**src/rtl/prism_cfg_loader.sv**
```systemverilog
// PRISM debug-port sequencer: bulk config loads from a stream, host pass-through when idle.
// Optional read-back verify of each written word: define PRISM_LOADER_VERIFY_EN.
module prism_cfg_loader #(
    parameter int WR_GAP       = 2,
    parameter int HALT_TIMEOUT = 15,
    parameter int ADDR_W       = 6
) (
    input  logic              clk,
    input  logic              rst_n,
    input  logic [ADDR_W-1:0] host_addr,
    input  logic [31:0]       host_wdata,
    input  logic              host_wr,
    output logic              host_busy,
    input  logic              ld_start,
    input  logic [ADDR_W-1:0] ld_base,
    input  logic [4:0]        ld_count,
    input  logic              ld_autorun,
    input  logic [31:0]       ld_data,
    input  logic              ld_valid,
    output logic              ld_ready,
    output logic [ADDR_W-1:0] dbg_addr,
    output logic [31:0]       dbg_wdata,
    output logic              dbg_wr,
    input  logic [31:0]       dbg_rdata,
    input  logic              prism_halt,
    output logic              fsm_hold,
    output logic              fsm_run,
    output logic              ld_done,
    output logic [3:0]        err,
    input  logic              err_clr
);

    localparam int EW = ADDR_W + 3;

    typedef enum logic [2:0] {
        S_IDLE,
        S_HALT,
        S_LOAD,
        S_GAP,
        S_RELEASE
    } state_t;

    state_t            state;
    state_t            state_d;
    logic [ADDR_W-1:0] base_q;
    logic [4:0]        count_q;
    logic [4:0]        idx_q;
    logic              autorun_q;
    logic [3:0]        timer_q;
    logic [3:0]        gap_q;
    logic              done_q;
    logic [3:0]        err_q;
    logic [3:0]        err_set;
    logic [EW-1:0]     end_addr;
    logic              cfg_bad;
    logic              gap_last;
    logic              timeout;

    // Wide sum so an oversized count cannot alias back into range.
    assign end_addr = EW'(ld_base) + (EW'(ld_count) << 2);
    assign cfg_bad  = (ld_base[1:0] != 2'b00) || (end_addr > EW'(1 << ADDR_W));
    assign gap_last = (gap_q == 4'(WR_GAP - 1));
    assign timeout  = (timer_q == 4'(HALT_TIMEOUT - 1));

`ifdef PRISM_LOADER_VERIFY_EN
    logic verify_bad;
    assign verify_bad = (state == S_GAP) && gap_last && (dbg_rdata != dbg_wdata);
`else
    logic unused_rdata;
    assign unused_rdata = ^dbg_rdata;
`endif

    always_comb begin
        state_d = state;
        err_set = 4'b0000;
        unique case (state)
            S_IDLE: begin
                if (ld_start && cfg_bad) begin
                    err_set[0] = 1'b1;
                end else if (ld_start && (ld_count != 5'd0)) begin
                    state_d = S_HALT;
                end
            end
            S_HALT: begin
                if (prism_halt) begin
                    state_d = S_LOAD;
                end else if (timeout) begin
                    state_d    = S_IDLE;
                    err_set[1] = 1'b1;
                end
            end
            S_LOAD: begin
                if (ld_valid) state_d = S_GAP;
            end
            S_GAP: begin
                if (gap_last) state_d = (idx_q < count_q) ? S_LOAD : S_RELEASE;
            end
            S_RELEASE: state_d = S_IDLE;
            default:   state_d = S_IDLE;
        endcase
        if (state != S_IDLE && host_wr) err_set[2] = 1'b1;
`ifdef PRISM_LOADER_VERIFY_EN
        if (verify_bad) err_set[3] = 1'b1;
`endif
    end

    assign host_busy = (state != S_IDLE);
    assign ld_ready  = (state == S_LOAD);
    assign fsm_hold  = (state == S_HALT) || (state == S_LOAD) || (state == S_GAP);
    assign fsm_run   = (state == S_RELEASE) && autorun_q;
    assign ld_done   = (state == S_RELEASE) || done_q;
    assign err       = err_q;

    always_ff @(posedge clk or negedge rst_n) begin
        if (!rst_n) begin
            state     <= S_IDLE;
            dbg_addr  <= '0;
            dbg_wdata <= '0;
            dbg_wr    <= 1'b0;
            base_q    <= '0;
            count_q   <= '0;
            idx_q     <= '0;
            autorun_q <= 1'b0;
            timer_q   <= '0;
            gap_q     <= '0;
            done_q    <= 1'b0;
            err_q     <= '0;
        end else begin
            state  <= state_d;
            dbg_wr <= 1'b0;
            done_q <= 1'b0;
            err_q  <= (err_clr ? 4'b0000 : err_q) | err_set;
            unique case (state)
                S_IDLE: begin
                    if (host_wr) begin
                        dbg_wr    <= 1'b1;
                        dbg_addr  <= host_addr;
                        dbg_wdata <= host_wdata;
                    end
                    if (ld_start) begin
                        if (cfg_bad || ld_count == 5'd0) begin
                            done_q <= 1'b1;
                        end else begin
                            base_q    <= ld_base;
                            count_q   <= ld_count;
                            autorun_q <= ld_autorun;
                            idx_q     <= '0;
                            timer_q   <= '0;
                        end
                    end
                end
                S_HALT: begin
                    timer_q <= timer_q + 4'd1;
                    if (!prism_halt && timeout) done_q <= 1'b1;
                end
                S_LOAD: begin
                    if (ld_valid) begin
                        dbg_wr    <= 1'b1;
                        dbg_addr  <= base_q + (ADDR_W'(idx_q) << 2);
                        dbg_wdata <= ld_data;
                        idx_q     <= idx_q + 5'd1;
                        gap_q     <= '0;
                    end
                end
                S_GAP: gap_q <= gap_q + 4'd1;
                default: ;
            endcase
        end
    end

endmodule

```
**config.mk**
```make
export PLATFORM = sky130hd
export DESIGN_NAME = prism_cfg_loader
export DESIGN_NICKNAME = d
export VERILOG_FILES = /design/src/rtl/prism_cfg_loader.sv
export SDC_FILE = /design/constraint.sdc
export NUM_CORES = 1
export LEC_CHECK = 0
export ABC_CLOCK_PERIOD_IN_PS = 2000
export CAP_MARGIN = 10
export CORE_MARGIN = 2
export CORE_UTILIZATION = 30
export CTS_CLUSTER_SIZE = 8
export DETAILED_ROUTE_END_ITERATION = 8
export PLACE_DENSITY_LB_ADDON = 0.2
export SETUP_SLACK_MARGIN = 0.05
export SYNTH_ARGS = -nofsm -noshare
export SYNTH_HDL_FRONTEND = slang
export SYNTH_SLANG_ARGS = --single-unit
```
**constraint.sdc**
```tcl
create_clock -name clk -period 2 [get_ports clk]
set_input_delay 0.2 -clock clk [delete_from_list [all_inputs] [get_ports clk]]
set_output_delay 0.2 -clock clk [all_outputs]
set_load 0.005 [all_outputs]
```
==> flow_summary.ini <==
[synthesis]
yosys_register_bits = 71
synth_edf_count = 0
syn_avg_cell_area_sq_um = 9.713
synth_top_area_cell = dfrtp_1
synth_mux_area_share_pct = 9.619
syn_area_sq_mm = 0.003642
ys.flop_type = dfrtp_1
yosys.area_share.simple_pct = 15.66
synth-adder-area-share_pct = 6.596
synth_top_area_share_pct = 48.78
synth_xor_area_share_pct = 1.443
synth_area_leaders = dfrtp_1 (49%), mux2i_1 (9.6%), o21ai_0 (7.6%)
synth_warnings = 0
async_flop_share_pct = 100.0
yosysSeqAreaShare_pct = 48.78
yosysUniqueCellTypes = 45
synth_compound_area_share_pct = 13.36
synth_top_family_by_area = simple AND/OR/NAND/NOR gates
syn_inst = 375
mappedNetlistNets = 514

[cts]
clkLatencyLatePin_ns = 0.32
cts_buffer_depth = 2
cts_tree = yes
clock_sinks = 71
clk_pin_slew_ns = 0.06
cts_root_buffer = clkbuf_16
htreeDepth = 3
numCtsBuffers = 9

[floorplan]
start_util_pct = 30.58
rows = 40
die_h_um = 114.2
die_w_um = 114.2
dieArea_sq_mm = 0.01304
core-area_sq_mm = 0.01191
boundaryPins = 169

[worst_setup_path]
crit_chain = buf_8 > ha_4 > fa_2 > xor2_2 > or4_4 > o22ai_4 > o21ai_4 > or3_4 > and2_4
cp_data_required_time_ns = 2.22
end_kind = flop
crit_type = in2reg
crit_slowest_cell = or4_4
start_kind = input pin
crit_path_max_fanout = 6
cp_top_family = simple AND/OR/NAND/NOR gates
critPathBufInv = 1
arrival_ns = 2.27
slowest_delay_ns = 0.44
timing.rr.start = timer_q[0]
startpoint = ld_count[0]

[place]
gp_congestion = 0.7741
portBuffers = 135
dpl_cell_area_sq_mm = 0.005323
place_ws_ns = -0.8355
dp_hpwl_um = 7222

[sta]
min_period_over_period_pct = 102.3
post-route-min-period_ns = 2.047
clock_skew_ns = 0.006444
fmax_mhz = 488.5
final-hold-violation-count = 0
setup_viol = 10
worst_slack_ns = -0.04699
slew_viol_final = 0
rsz0062_at_grt = yes

[detailed_routing]
firstDrtPassIters = 4
via_per_inst = 4.711
drc = 0
drt-total-wl_um = 9736
drtIter0Drc = 127
routedWlPerCell_um = 14.21
ant_nets = 0
vias = 3227

[outcome]
status = complete, but fails checks
failed_checks = setup timing

[min_path]
worstHoldStart = ld_base[2]
hp-class = in2reg

[layout]
layout_common_cells = clkdlybuf4s50_1 (126), dfrtp_1 (70), nand2_1 (60)
drive_gt1_share_pct = 17.10
syn2layout_area_growth_pct = 60.67
layout_commonest_cell = clkdlybuf4s50_1
final_net_count = 672
fill_cells = 1126
n_antenna_cell = 0
final_area_sq_mm = 0.005852

[run]
drv_cap = 0

[power_and_ir_drop]
p_leak_nw = 2.614
power_mw = 8.327
ir_worst_vdd_mv = 0.6845
power.density_mw_per_mm2 = 1423

[global_routing]
overflow = 0
grt_max_degree = 78
grtUsageTotal_pct = 15.17
antenna_found_initial = 0
grt_pass1_wl_um = 15820
grt_pass1_vias = 3239
[tightest hold or removal path: stages]
cell	delay (ns)
buf_8	0.08
nand2_1	0.04
nand2_1	0.05
[cell usage after synthesis (all sizes together), types with 6 or more instances]
master and count:
a21oi 8, buf 14, clkbuf 7, dfrtp 71
ha 16, inv 15, mux2i 35, nand2 66
nand3 16, nor2 17, nor3 6, o21ai 57
[what timing repair did]
action / 4_1_cts / 5_1_grt
pin swaps: 22 / 11
hold endpoints to repair: 25 / 0
setup endpoints to repair: 26 / 26
setup buffers: 4 / 1
gates resized for setup: 33 / 30
gates cloned: 1 / 0
hold buffers: 1 / 0
[layout make-up]
cell class                      count  area [sq um]  share of cell area [%]
Timing Repair Buffer              167          1649                   28.18
Clock buffer                        9         225.2                   3.849
Multi-Input combinational cell    269          1888                   32.26
Clock inverter                      7         71.32                   1.219
Tap cell                          147         183.9                   3.143
Inverter                           15         56.30                  0.9622
Sequential cell                    71          1778                   30.38
[cell families after synthesis]
| group | count (synthesis) |
|---|---|
| AO/OA/AOI/OAI | 83 |
| AND/OR/NAND/NOR | 125 |
| other | 1 |
| adder cells (fa/ha/maj) | 18 |
| buffers and inverters | 36 |
| XOR/XNOR | 6 |
| flip-flops | 71 |
| multiplexers | 35 |
[metrics by stage]
step | instances | util [%] | TNS (ns) | hold WS [ns]
6_report | 685 | 49.13 | -0.2078 | 0.07508
5_1_grt | 685 | 49.13 | -1.050 | 0.08135
4_1_cts | 684 | 48.15 | -0.1438 | 0.07553
3_5_place_dp | 662 | 44.68 | -17.12 | 0.1463
3_3_place_gp | 662 | 44.68 | -16.50 | 0.1434
2_1_floorplan | 375 | - | -1.747 | -0.09559
[report_power, final]
group / switching, mW / internal (mW)
clock network: 0.614 / 0.964
logic: 1.92 / 2.24
registers: 0.465 / 2.12
total: 3.00 / 5.32
[routing by layer]
metal	vias to the layer above	wire [um]	global-route usage [%]
li1	1611	-	-
met1	1540	4015	18.54
met2	70	5162	27.06
met3	6	444	3.388
met4	0	113	3.902
met5	-	0	0
[state kept, by name (all words and copies together) (netlist names), 3 cells and up]
signal     cells
dbg_wdata     32
dbg_addr       6
idx_q          5
state          3
gap_q          4
err            3
count_q        5
base_q         6
timer_q        4
[worst paths after layout]
kind	endpoint	slack, ns	cells after the start
max in group asynchronous	count_q[4]	1.07	3
min reg2reg	dbg_wdata[3]	0.48	2
min in group asynchronous	err[0]	0.34	2
max	base_q[0]	-0.05	9
min	base_q[2]	0.08	3
max reg2reg	state[1]	0.15	7
(Power assumes the default switching activity.)
